==> config.mk <==
export PLATFORM = sky130hd
export DESIGN_NAME = operand_stack
export DESIGN_NICKNAME = d
export VERILOG_FILES = /design/src/rtl/operand_stack.sv
export SDC_FILE = /design/constraint.sdc
export NUM_CORES = 1
export LEC_CHECK = 0
export ABC_CLOCK_PERIOD_IN_PS = 3350
export CORE_ASPECT_RATIO = 1.25
export CORE_MARGIN = 2
export CORE_UTILIZATION = 52
export DETAILED_ROUTE_END_ITERATION = 7
export PLACE_DENSITY = 0.84
export SYNTH_ARGS = -nofsm -noshare
export SYNTH_HDL_FRONTEND = slang
export SYNTH_SLANG_ARGS = --single-unit
==> constraint.sdc <==
create_clock -name clk -period 3.35 [get_ports clk]
set_input_delay 0.335 -clock clk [delete_from_list [all_inputs] [get_ports clk]]
set_output_delay 0.335 -clock clk [all_outputs]
set_load 0.03 [all_outputs]
==> src/rtl/operand_stack.sv <==
// operand_stack: LIFO operand stack driven by a strobed command interface.
// A rising edge of stack_clk (sampled on clk) fires one push, pop, replace
// or no-op command; TOS/NOS, depth and ack are valid two cycles later.
// TOS and NOS are held in registers; the array stores every entry and is read
// through a single registered port that prefetches the entry under NOS.
// Optional feature macro: STACK_ERR_TRAP_EN (an errored command parks the
// FSM in S_ERR until err_clear or reset).
module operand_stack #(
    parameter int WIDTH  = 8,
    parameter int ADDR_W = 4
) (
    input  logic              clk,
    input  logic              reset,
    input  logic              stack_clk,
    input  logic              push,
    input  logic              pop,
    input  logic [WIDTH-1:0]  data_to_push,
    input  logic              err_clear,
    output logic [WIDTH-1:0]  data_from_stack,
    output logic [WIDTH-1:0]  next_on_stack,
    output logic [ADDR_W:0]   depth,
    output logic              empty,
    output logic              full,
    output logic              ack,
    output logic              busy,
    output logic              overflow,
    output logic              underflow
);

    localparam logic [ADDR_W:0]   FULL_COUNT = {1'b1, {ADDR_W{1'b0}}};
    localparam logic [ADDR_W:0]   ONE_D      = {{ADDR_W{1'b0}}, 1'b1};
    localparam logic [ADDR_W:0]   TWO_D      = {{(ADDR_W-1){1'b0}}, 2'b10};
    localparam logic [ADDR_W-1:0] ONE_A      = {{(ADDR_W-1){1'b0}}, 1'b1};
    localparam logic [ADDR_W-1:0] THREE_A    = {{(ADDR_W-2){1'b0}}, 2'b11};

`ifdef STACK_ERR_TRAP_EN
    typedef enum logic [1:0] {S_IDLE, S_EXEC, S_ACK, S_ERR} state_t;
`else
    typedef enum logic [1:0] {S_IDLE, S_EXEC, S_ACK} state_t;
`endif

    state_t             state_reg;
    state_t             state_next;
    logic               strobe_q;
    logic               fire;
    logic               cmd_push_reg;
    logic               cmd_pop_reg;
    logic [WIDTH-1:0]   cmd_data_reg;
    logic [ADDR_W:0]    depth_reg;
    logic [WIDTH-1:0]   tos_reg;
    logic [WIDTH-1:0]   nos_reg;
    logic [WIDTH-1:0]   rd_reg;
    logic               overflow_reg;
    logic               underflow_reg;
    logic [WIDTH-1:0]   mem [0:(1<<ADDR_W)-1];

    logic               has_entry;
    logic               is_full;
    logic               do_push;
    logic               do_pop;
    logic               do_replace;
    logic               set_overflow;
    logic               set_underflow;
    logic [ADDR_W-1:0]  depth_low;
    logic [ADDR_W-1:0]  wr_addr;
    logic [ADDR_W-1:0]  rd_addr;

    assign depth_low = depth_reg[ADDR_W-1:0];
    assign has_entry = (depth_reg != '0);
    assign is_full   = (depth_reg == FULL_COUNT);
    assign fire      = stack_clk & ~strobe_q & (state_reg == S_IDLE);
    // Replace rewrites the current top; push writes the first free slot.
    assign wr_addr   = do_replace ? (depth_low - ONE_A) : depth_low;
    // Entry that becomes NOS after a pop (valid when depth >= 3).
    assign rd_addr   = depth_low - THREE_A;

    // Decode the latched command against the depth seen in S_EXEC.
    always_comb begin
        do_push       = 1'b0;
        do_pop        = 1'b0;
        do_replace    = 1'b0;
        set_overflow  = 1'b0;
        set_underflow = 1'b0;
        if (state_reg == S_EXEC) begin
            do_push       = cmd_push_reg & ~cmd_pop_reg & ~is_full;
            do_pop        = cmd_pop_reg & ~cmd_push_reg & has_entry;
            do_replace    = cmd_push_reg & cmd_pop_reg & has_entry;
            set_overflow  = cmd_push_reg & ~cmd_pop_reg & is_full;
            set_underflow = cmd_pop_reg & ~has_entry;
        end
    end

    // Next-state logic for the command FSM.
    always_comb begin
        state_next = state_reg;
        case (state_reg)
            S_IDLE: if (fire) state_next = S_EXEC;
`ifdef STACK_ERR_TRAP_EN
            S_EXEC: state_next = (set_overflow | set_underflow) ? S_ERR : S_ACK;
            S_ERR:  if (err_clear) state_next = S_IDLE;
`else
            S_EXEC: state_next = S_ACK;
`endif
            S_ACK:  state_next = S_IDLE;
            default: state_next = S_IDLE;
        endcase
    end

    // State register, command latch, pointer, TOS/NOS and sticky flags.
    always_ff @(posedge clk) begin
        if (reset) begin
            state_reg     <= S_IDLE;
            strobe_q      <= 1'b0;
            cmd_push_reg  <= 1'b0;
            cmd_pop_reg   <= 1'b0;
            cmd_data_reg  <= '0;
            depth_reg     <= '0;
            tos_reg       <= '0;
            nos_reg       <= '0;
            overflow_reg  <= 1'b0;
            underflow_reg <= 1'b0;
        end else begin
            state_reg <= state_next;
            strobe_q  <= stack_clk;
            if (fire) begin
                cmd_push_reg <= push;
                cmd_pop_reg  <= pop;
                cmd_data_reg <= data_to_push;
            end
            if (do_push) begin
                depth_reg <= depth_reg + ONE_D;
                tos_reg   <= cmd_data_reg;
                nos_reg   <= tos_reg;
            end
            if (do_pop) begin
                depth_reg <= depth_reg - ONE_D;
                tos_reg   <= nos_reg;
                nos_reg   <= (depth_reg > TWO_D) ? rd_reg : '0;
            end
            if (do_replace) begin
                tos_reg <= cmd_data_reg;
            end
            if (set_overflow)  overflow_reg  <= 1'b1;
            if (set_underflow) underflow_reg <= 1'b1;
            // A clear in the same cycle as a new error leaves the flag clear.
            if (err_clear) begin
                overflow_reg  <= 1'b0;
                underflow_reg <= 1'b0;
            end
        end
    end

    // Storage array: single write port, registered read of the NOS-refill entry.
    always_ff @(posedge clk) begin
        if (do_push | do_replace) begin
            mem[wr_addr] <= cmd_data_reg;
        end
        rd_reg <= mem[rd_addr];
    end

    assign data_from_stack = tos_reg;
    assign next_on_stack   = nos_reg;
    assign depth           = depth_reg;
    assign empty           = (depth_reg == '0);
    assign full            = is_full;
    assign ack             = (state_reg == S_ACK);
    assign busy            = (state_reg != S_IDLE);
    assign overflow        = overflow_reg;
    assign underflow       = underflow_reg;

endmodule

==> results of run 1 <==
cell usage after synthesis (5+ instances only):
master / number
a221oi_1: 8
mux2i_1: 17
nand2_1: 118
a21oi_1: 17
dfxtp_1: 44
ha_1: 7
inv_1: 5
a32o_1: 8
nor2_1: 32
nor2b_1: 8
mux4_2: 16
a311oi_1: 7
edfxtp_1: 128
nor3_1: 10
buf_2: 7
clkbuf_1: 10
nand3_1: 21
a22oi_1: 10
layout make-up:
| type | instances | area, µm² |
|---|---|---|
| multi-input cells | 327 | 2230 |
| fillers | 903 | 5020 |
| inverters | 7 | 33.8 |
| clock inverters | 14 | 145 |
| repair buffers | 60 | 551 |
| flip-flops and latches | 172 | 4730 |
| well taps | 171 | 214 |
| clock buffers | 18 | 429 |
kinds of logic (layout without fill, tap and decap cells):
logic type | after synthesis | after routing | share of synthesized area
AO/OA/AOI/OAI | 68 | 68 | 0.0744
XOR/XNOR | 7 | 7 | 0.00860
adder cells (fa/ha/maj) | 8 | 8 | 0.0151
buffers and inverters | 34 | 99 | 0.0260
flip-flops | 172 | 172 | 0.663
multiplexers | 34 | 34 | 0.0760
AND/OR/NAND/NOR | 210 | 210 | 0.137
metrics by stage:
stage               cells  total power (µW)  hold WS (ns)  worst slack [ns]  utilization
floorplan             533              2440         0.414            0.0590            -
global placement      730              2500         0.440             0.170        0.577
detailed placement    730              2510         0.447            0.0614        0.577
CTS                   762              4380         0.447            0.0498        0.620
global route          769              4480         0.461            0.0990        0.624
finish                769              4370         0.454             0.289        0.624
tightest hold or removal path, delay by kind of cell:
kind                   cells  cell delay [ns]
AOI/OAI and AO/OA          1             0.05
buffers and inverters      1             0.39
and+or+nand+nor            1             0.06
path summary, 6_finish.rpt:
path | start | to | slack (ns) | cells after the start
max | cmd_pop_reg | mem[13][7] | 0.29 | 5
min | data_to_push[3] | cmd_data_reg[3] | 0.45 | 3
max reg2reg | cmd_pop_reg | mem[13][7] | 0.29 | 5
min reg2reg | rd_reg[1] | next_on_stack[1] | 0.46 | 2
layer usage:
layer  up-vias  share of wire
li1       2089              -
met5         -              0
met3        44          0.065
met1      2366           0.37
met2       265           0.54
met4         0          0.025
repair_timing:
| item | in CTS | in global routing |
|---|---|---|
| endpoints found under the hold margin | 0 | 0 |
| setup endpoints to repair | 0 | 1 |
| buffers inserted | 0 | 6 |
power by group:
| part | switching (µW) | total (µW) | leakage, µW | internal (µW) |
|---|---|---|---|---|
| Clock | 808 | 1910 | 0.000271 | 1100 |
| Sequential | 44.7 | 2350 | 0.00154 | 2300 |
| Combinational | 68.8 | 122 | 0.00117 | 52.7 |
| Total | 922 | 4370 | 0.00297 | 3450 |
==> results_dict.tcl, run 1 <==
set metrics [dict create \
    synth.top_cell.area_share 0.539 \
    viasPerCell 6.20 \
    drtPass1Iterations 6 \
    yosysWarnings 0 \
    arrival_ns 3.10 \
    nNetsFinal 607 \
    htreeDepth 4 \
    largest_register_ffs 128 \
    grt_start_max_net_pins 32 \
    synth_async_sr_flop_share 0 \
    synth_ff_type "edfxtp_1" \
    setup_tns_ns 0 \
    drive_gt1_frac 0.139 \
    dpl_cell_area_um2 7700 \
    hold_class "in -> reg" \
    path_buf_inv 0 \
    critical_path_class "reg -> reg" \
    path_delay_family "simple AND/OR/NAND/NOR gates" \
    antenna_found_initial 0 \
    start_util 0.534 \
    num_antenna_cells 0 \
    critPathMaxStageDelay_ns 1.06 \
    drv_cap 0 \
    hold_viol_final 0 \
    rsz0062_at_grt "no" \
    tightest_slew_ns 1.30 \
    via_count 4764 \
    fin_skew_ns 0.00565 \
    grt_pass1_vias 4703 \
    met1_usage 0.280 \
    ant_nets 0 \
    die_w_um 109 \
    overflow 0 \
    crit_path_end_kind "flop" \
    insertion_delay_ns 0.43 \
    cts_root_buffer "clkbuf_16" \
    drcViolationCount 0 \
    io_buffers 40 \
    ir_drop_v 0.000394 \
    cts_tree "yes" \
    drt_iter0_markers 514 \
    postCtsHoldBufs 0 \
    wl_per_cell_um 21.3 \
    cts_made_buffers 17 \
    cts_resized 0 \
    cp_data_required_time_ns 3.39 \
    cp_slowest_cell "nor3_1" \
    dp_hpwl_um 10300 \
    ys_ff_latch 172 \
    rows 47 \
    busiest_layer "met2" \
    finalWirelength_um 16400 \
    grt_first_pass_wirelength_um 25400 \
    period_share 0.914 \
    setup-violations-final 0 \
    synth_cell_types 58 \
    syn2layout_area_growth_pct 16.8 \
    cts_sinks 172 \
    top_register "mem" \
    layout_commonest_cell "edfxtp_1" \
    slew_headroom 0.129 \
    core-area_um2 13300 \
    die_h_um 135 \
    synth.avg_cell_area_um2 13.4 \
    syn_nets 555 \
    ys_seq_area_frac 0.663 \
    slew_viol_final 0 \
    dieArea_um2 14700 \
    synthTopCellsByArea "edfxtp_1 54%, dfxtp_1 12%, nand2_1 6.2%" \
    fin_area_um2 8330 \
    grt_use_met2 0.417 \
    period_minus_slack_ns 3.06 \
    cts_buffer_depth 2 \
    leakagePower_uw 0.00297 \
    synth_edf_count 128 \
    syn_inst 533 \
    worstPathMaxFanout 10 \
    ios 41 \
    crit_path_start_kind "flop" \
    yosysTopAreaCell "edfxtp_1" \
    fmax_ghz 0.327 \
    syn_area_um2 7130 \
    crit_chain "and4b_1, nand2_2, nor2_1, o22ai_2, nor3_1" \
    mostFrequentLayoutCells "128 x edfxtp_1, 118 x nand2_1, 43 x dfxtp_1" \
    clkTransAtPathRegs_ns 0.06 \
    gp_congestion 0.871 \
    powerDensity_nw_per_um2 525 \
    grtUsageMet3 0.0507 \
    grt_use_total 0.236 \
    status "finished clean" \
]
No activity file was read; power rests on OpenSTA's default activity.
==> run 2, diff against run 1 <==
--- a/config.mk
+++ b/config.mk
@@ -5,12 +5,12 @@
 export SDC_FILE = /design/constraint.sdc
 export NUM_CORES = 1
 export LEC_CHECK = 0
-export ABC_CLOCK_PERIOD_IN_PS = 3350
+export ABC_CLOCK_PERIOD_IN_PS = 3790
 export CORE_ASPECT_RATIO = 1.25
 export CORE_MARGIN = 2
 export CORE_UTILIZATION = 52
 export DETAILED_ROUTE_END_ITERATION = 7
-export PLACE_DENSITY = 0.84
+export PLACE_DENSITY = 0.81
 export SYNTH_ARGS = -nofsm -noshare
 export SYNTH_HDL_FRONTEND = slang
 export SYNTH_SLANG_ARGS = --single-unit
==> constraint.sdc (replaced) <==
create_clock -name clk -period 3.79 [get_ports clk]
set_input_delay 0.379 -clock clk [delete_from_list [all_inputs] [get_ports clk]]
set_output_delay 0.379 -clock clk [all_outputs]
set_load 0.03 [all_outputs]
==> run 2 against run 1 <==
Flip-flop and latch count unchanged. Count of clock-buffer cells in the layout is the same. Critical path type unchanged. Combinational power shrank 16%. Non-clock buffer count fell by 7. Wire length is 4.6% lower.
==> results_dict.tcl, run 2 (synthesized netlist as in run 1, its figures left out) <==
set metrics [dict create \
    status "finished clean" \
    cts_made_buffers 17 \
    power.switching_fraction 0.212 \
    cts_root_buffer "clkbuf_16" \
    cts_tree "yes" \
    nNetsFinal 600 \
    grt_first_pass_wirelength_um 24300 \
    cp_data_required_time_ns 3.82 \
    die_h_um 135 \
    mostFrequentLayoutCells "128 x edfxtp_1, 118 x nand2_1, 44 x dfxtp_1" \
    drt_iter0_markers 514 \
    timing.rr.start "depth[1]" \
    overflow 0 \
    period_minus_slack_ns 3.24 \
    grt_pass1_vias 4439 \
    rsz0062_at_grt "no" \
    drive_gt1_frac 0.132 \
    p_int_uw 2980 \
    viasPerCell 5.92 \
    arrival_ns 3.27 \
    power.switching_uw 804 \
    num_antenna_cells 0 \
    power_frac_seq 0.548 \
    core-area_um2 13300 \
    cts_buffer_depth 2 \
    layout_setup_ws_ns 0.547 \
    grt_use_total 0.228 \
    top_register "mem" \
    ir_drop_v 0.000231 \
    setup-violations-final 0 \
    antenna_found_initial 0 \
    critical_path.endpoint "mem[5][6]" \
    power_frac_comb 0.027 \
    whs_ns 0.462 \
    dpl_cell_area_um2 7670 \
    r2r_cells 7 \
    drv_cap 0 \
    crit_path_end_kind "flop" \
    postCtsHoldBufs 0 \
    period_share 0.856 \
    tightest_slew_ns 1.29 \
    ant_nets 0 \
    rows 47 \
    clkPwrFrac 0.425 \
    r2r-end "mem[5][6]" \
    layout_commonest_cell "edfxtp_1" \
    worstPathMaxFanout 11 \
    place_ws_ns 0.238 \
    holdPathStages 2 \
    powerDensity_nw_per_um2 459 \
    hold_viol_final 0 \
    io_buffers 40 \
    grt_start_max_net_pins 41 \
    wl_per_cell_um 20.5 \
    slew_headroom 0.138 \
    worstHoldStart "rd_reg[3]" \
    fin_area_um2 8250 \
    crit_path_start_kind "flop" \
    syn2layout_area_growth_pct 15.7 \
    crit_start "depth[1]" \
    r2r_setup_slack_ns 0.55 \
    drcViolationCount 0 \
    fillers 974 \
    insertion_delay_ns 0.42 \
    dieArea_um2 14700 \
    htreeDepth 4 \
    via_count 4510 \
    gp_congestion 0.878 \
    setup_tns_ns 0 \
    ios 41 \
    hold_class "reg -> reg" \
    clkTransAtPathRegs_ns 0.06 \
    fin_skew_ns 0.00689 \
    cts_sinks 172 \
    slew_viol_final 0 \
    critical_path_class "reg -> reg" \
    dp_hpwl_um 10100 \
    largest_register_ffs 128 \
    leakagePower_uw 0.00293 \
    die_w_um 109 \
    start_util 0.534 \
    fmax_ghz 0.308 \
    finalWirelength_um 15700 \
    drtPass1Iterations 5 \
]
## run 2: cell count changes in the layout (fill, tap and decap cells not counted), sizes merged
cell / delta
buf: -7
bufinv: -1
inv: +1
## run 2: layer usage
layer  vias up  wire [µm]  global-route usage
met4         0        349              0.0848
met3        28        917              0.0415
met1      2253       6050               0.294
li1       2071          -                   -
met5         -          0                   0
met2       158       8340               0.384
## run 2: worst min path at each step
stage,endpoint,slack [ns]
3_3_place_gp,next_on_stack[4],0.44
6_report,next_on_stack[3],0.46
2_1_floorplan,next_on_stack[0],0.42
4_1_cts,next_on_stack[6],0.47
5_1_grt,next_on_stack[3],0.50
3_5_place_dp,next_on_stack[6],0.46
## run 2: per-stage QoR
stage,power (µW),util,instances
after CTS,3810,0.616,758
after detailed placement,2220,0.574,726
after global routing,3880,0.618,762
final,3790,0.618,762
after global placement,2210,0.574,726
after floorplan,2160,-,533
## run 2: power groups by stage
stage / Clock, µW / Sequential [µW] / Combinational, µW
after global placement: 0 / 2110 / 99.7
after detailed placement: 0 / 2120 / 102
after CTS: 1630 / 2070 / 103
after floorplan: 0 / 2100 / 61.9
after global routing: 1700 / 2080 / 111
final: 1610 / 2080 / 103
## run 2: repair_timing
| action | in CTS | in global routing |
|---|---|---|
| endpoints found under the setup margin | 0 | 1 |
| buffers inserted | 0 | 4 |
| gates resized for setup | 0 | 0 |
## run 2: layout make-up
class	count	area, µm²	area share
clock inverters	14	120	0.0146
clock buffers	18	429	0.0520
well taps	171	214	0.0259
flip-flops and latches	172	4720	0.573
multi-input cells	327	2230	0.270
repair buffers	53	498	0.0604
inverters	7	33.8	0.00410
## run 2: critical path, cell delays in order (launching register included)
cell,delay (ns)
dfxtp_1,0.55
inv_1,0.20
ha_1,0.24
or4b_4,0.27
nand2_2,0.13
nor2_1,0.28
o31ai_4,0.16
nor3_1,1.03
==> patch 1, RTL diff (config.mk and constraints of run 1) <==
The 3 states of `state_t` get a one-hot encoding in 3 bits.
--- a/src/rtl/operand_stack.sv
+++ b/src/rtl/operand_stack.sv
@@ -37,5 +37,5 @@
     typedef enum logic [1:0] {S_IDLE, S_EXEC, S_ACK, S_ERR} state_t;
 `else
-    typedef enum logic [1:0] {S_IDLE, S_EXEC, S_ACK} state_t;
+    typedef enum logic [2:0] {S_IDLE = 3'b001, S_EXEC = 3'b010, S_ACK = 3'b100} state_t;
 `endif
 
Check against the original RTL: no difference found for any inputs over 10 cycles, from zero or initial values and one cycle with reset high; not proved beyond that.
==> patch 1 against run 1 <==
Final area rose by 1.7%; total power fell by 0.45%; sequential share of layout area fell by 0.72 points; fmax fell by 2.7%; utilization fell by 0.25 points; setup slack got worse by 0.085 ns; sequential cell count rose by 1; wire length fell by 3.2%; first-iteration DRC count fell by 16%; area after synthesis rose by 0.82%; clock power barely moved; non-clock buffer count rose by 5; critical path type unchanged; largest cell class unchanged; largest power group unchanged.
==> patch 1: results (changes against run 1) <==
cts_buffer_depth: 2  # unchanged
ys.flop_type: "edfxtp_1"
grt_pass1_wl_um: 25000  # -1.6%
cts_setup_buffers: 0  # unchanged
hold_depth: 1  # -2
yosys-top-cells-count: "128 x edfxtp_1, 45 x dfxtp_1, 38 x mux2i_1"
io_buffers: 40  # unchanged
grt_usage: 0.233  # -0.00266
cp.arrival_ns: 3.46  # +0.36 ns
irDropWorstVdd_v: 0.000324  # -18%
synth_fa_ha_area_frac: 0.0150  # -0.000123
antenna_found_initial: 0  # unchanged
grt_pass1_vias: 4425  # -5.9%
place.gp.congestion: 0.913  # +4.8%
holdCritStartpoint: "rd_reg[6]"
skew_ns: 0.0111  # +0.00548 ns
hpwl_um: 10200  # -0.62%
min_to: "next_on_stack[6]"
synth_xor_area_frac: 0.0108  # +0.00219
rrSetupSlack_ns: 0.20  # -0.08 ns
run_status: "complete, no violations"
cts_root_buf: "clkbuf_16"
ff2ff_path_depth: 10  # +5
cts_buffers: 17  # unchanged
crit_fanout: 17  # +7
synthDistinctLibCells: 55  # -5.2%
nNetsFinal: 531  # -13%
leakage_nw: 2.94  # -1.1%
synthTopCellsByArea: "edfxtp_1 53%, dfxtp_1 13%, mux4_2 10%, mux2i_1 5.3%, nor2_1 1.5%"
largest_register_ffs: 128  # unchanged
cts.clk_slew.worst_paths_ns: 0.06  # about the same
report.final.slew_viol_count: 0  # unchanged
cts-resized-gates: 0  # unchanged
rr_startpoint: "depth[0]"
synth-warning-count: 0  # unchanged
clock_latency_ns: 0.42
synth_compound_area_frac: 0.0496  # -0.0248
synth_top_area_share: 0.535  # -0.00441
grt_start_max_net_pins: 46  # +44%
first_pass_iters: 5  # -1
vias: 4227  # -11%
diodes: 0  # unchanged
largest_register: "mem"
async_reset_ff_frac: 0  # unchanged
reg2reg_to: "depth[4]"
synth_edf_count: 128  # unchanged
drive_gt1_frac: 0.203  # +0.0643
synth_nets: 471  # -15%
drt_iter0_drc: 430  # -16%
holdCritPathClass: "flop to flop"
wl_per_cell_um: 22.8  # +6.8%
max_slew.worst_pin.slew_ns: 1.15  # -0.147 ns
cts_max_level: 4  # unchanged
synth.area.mux_share: 0.155  # +0.0788
seq_area_frac_synth: 0.660  # -0.00264
whs_ns: 0.464  # +0.00960 ns
[patch 1: cell count changes after synthesis, moves of 9 or more]
cell / before / now
and2_1: 1 / 10
nand2_1: 118 / 20
mux2i_1: 17 / 38
a21oi_1: 17 / 6
nor3_1: 10 / 20
mux4_2: 16 / 32
a22oi_1: 10 / 0
nand3_1: 21 / 6
[patch 1: routing by layer]
layer / global-route usage / routed length [um] / vias up
met5: 0 / 0 / -
met4: 0.115 / 674 / 0
met3: 0.0486 / 804 / 49
met2: 0.392 / 8350 / 176
met1: 0.283 / 6060 / 2119
li1: - / - / 1883
[patch 1: layout make-up]
cell class | count | area (um^2)
clock buffer | 20 | 478
clock inverter | 12 | 109
fill | 908 | 5160
inverter | 5 | 18.8
multi-input combinational | 247 | 2310
sequential | 173 | 4750
tap | 175 | 219
timing repair buffer | 65 | 588
[patch 1: how the worst max path moves through the flow]
stage / from / to / slack (ns) / depth (start not counted)
finish: depth[0] / depth[4] / 0.20 / 10
global route: depth[0] / depth[4] / 0.01 / 10
CTS: depth[0] / depth[4] / 0.22 / 10
detailed placement: depth[0] / depth[4] / 0.29 / 10
global placement: depth[0] / depth[4] / 0.42 / 10
floorplan: depth[0] / mem[0][0] / -0.15 / 10
[patch 1: worst max-delay path, cell delays in order, from the launching register on]
cell       delay (ns)
dfxtp_2          0.33
inv_1            0.18
ha_1             0.27
or4b_4           0.56
nand4b_4         0.24
inv_2            0.11
fa_1             0.43
a21o_1           0.18
a21oi_1          0.27
mux2i_1          0.14
a2111oi_2        0.35
[patch 1: metrics by stage]
stage,utilization,instances,worst slack [ns],power (W),area [um^2]
5_1_grt,0.621,697,0.0122,0.00447,8470
6_report,0.621,697,0.204,0.00435,8470
4_1_cts,0.621,697,0.225,0.00438,8470
2_1_floorplan,-,449,-0.151,0.00243,7190
3_3_place_gp,0.578,665,0.419,0.00248,7880
3_5_place_dp,0.578,665,0.286,0.00249,7880
[patch 1: kinds of logic (layout without fill, tap and decap cells)]
kind of cell	Yosys count	count (layout)
flops	173	173
simple gates	116	116
mux	71	71
compound gates	44	44
buf+inv	29	102
fa+ha+maj	8	8
xor+xnor	8	8
[patch 1: where the power goes]
group	internal (W)	switching [W]	total, W
clock network	0.00111	0.000803	0.00191
registers	0.00231	0.0000416	0.00236
logic	0.0000421	0.0000439	0.0000861
total	0.00347	0.000889	0.00435
==> patch 2, RTL diff (flow settings as in run 1) <==
Without the edit above. Set the parameter `WIDTH` to 10 (it was 8).
--- a/src/rtl/operand_stack.sv
+++ b/src/rtl/operand_stack.sv
@@ -7,5 +7,5 @@
 // FSM in S_ERR until err_clear or reset).
 module operand_stack #(
-    parameter int WIDTH  = 8,
+    parameter int WIDTH  = 10,
     parameter int ADDR_W = 4
 ) (
Interface: changed (resized data_from_stack, data_to_push and next_on_stack); port bits go from 41 to 47. No check against the original RTL was run, so the function may have changed too.
==> patch 2 against run 1 <==
Area after synthesis is 20% higher; global-route usage decreased by 0.98 points; wire length increased by 19%; critical path type unchanged; total power grew 20%; sequential power up 23%; final area is 21% higher; via count is 12% higher; clock power rose by 16%; sequential cell count is 40 higher; setup slack better by 0.14 ns.
==> patch 2: results (changes against run 1) <==
leakage_nw: 3.70  # +24%
seq_area_frac_synth: 0.684  # +0.0211
reg2reg_to: "depth[4]"
syn_avg_cell_area_um2: 14.4  # +7.4%
buf_share: 0.0688  # +0.00269
crit_end: "depth[4]"
fin_area_um2: 10000  # +21%
grt.met2_usage: 0.412  # -0.00431
vias_per_cell: 5.98  # -3.5%
multi_input_comb_cells: 347  # +6.1%
synthTopCellsByArea: "edfxtp_1 56%, dfxtp_1 12%, mux4_2 5.3%, nand2_1 4.5%, mux2i_1 3.7%"
run_status: "complete, no violations"
wl_per_cell_um: 22.0  # +2.9%
crit_fanout: 16  # +6
buffers: 75  # +25%
finalCritPeriodShare: 0.872  # -0.0420
power.switching_w: 0.00103  # +12%
place.gp.congestion: 0.836  # -4.0%
nNetsFinal: 685  # +13%
fin_cells: 891  # +16%
hpwl_um: 12300  # +20%
max_slew.worst_pin.slew_ns: 1.09  # -0.205 ns
nClkBuffers: 33  # +15
synthDistinctLibCells: 56  # -3.4%
dr_wl_met3_um: 1030  # -3.5%
holdCritStartpoint: "data_to_push[1]"
comb_power_share: 0.026  # -0.002
ff2ff_path_depth: 11  # +6
sh_seq_area: 0.583  # +0.0150
seq_cells: 212  # +23%
placed_area_um2: 9380  # +22%
min_to: "cmd_data_reg[1]"
crit_path_top_delay_cell: "or4b_4"
met2WireLength_um: 10600  # +20%
rr_startpoint: "depth[1]"
irDropWorstVdd_v: 0.000303  # -23%
powerSeq_w: 0.00290  # +23%
multi_input_area_share: 0.254  # -0.0132
## patch 2: cell count changes after synthesis, moves of 6 or more
cell | run 1 | this run
a211oi_1 | 1 | 11
mux2i_1 | 17 | 32
a22oi_1 | 10 | 0
nor3_1 | 10 | 22
a311oi_1 | 7 | 1
a21o_1 | 2 | 10
edfxtp_1 | 128 | 160
nand2_1 | 118 | 102
dfxtp_1 | 44 | 52
a22o_1 | 1 | 9
nor2_1 | 32 | 25
## patch 2: kinds of logic (layout without fill, tap and decap cells)
family,count (synthesis),in the layout,synth area share
AO/OA/AOI/OAI,83,83,0.0724
XOR/XNOR,9,9,0.0136
adder cells (fa/ha/maj),8,8,0.0126
buffers and inverters,36,116,0.0195
flip-flops,212,212,0.684
multiplexers,53,53,0.0915
AND/OR/NAND/NOR,194,194,0.107
## patch 2: stage by stage
step,utilization,total power (W)
final,0.622,0.00525
after floorplan,-,0.00301
after global placement,0.581,0.00308
after global routing,0.622,0.00539
after CTS,0.622,0.00527
after detailed placement,0.581,0.00309
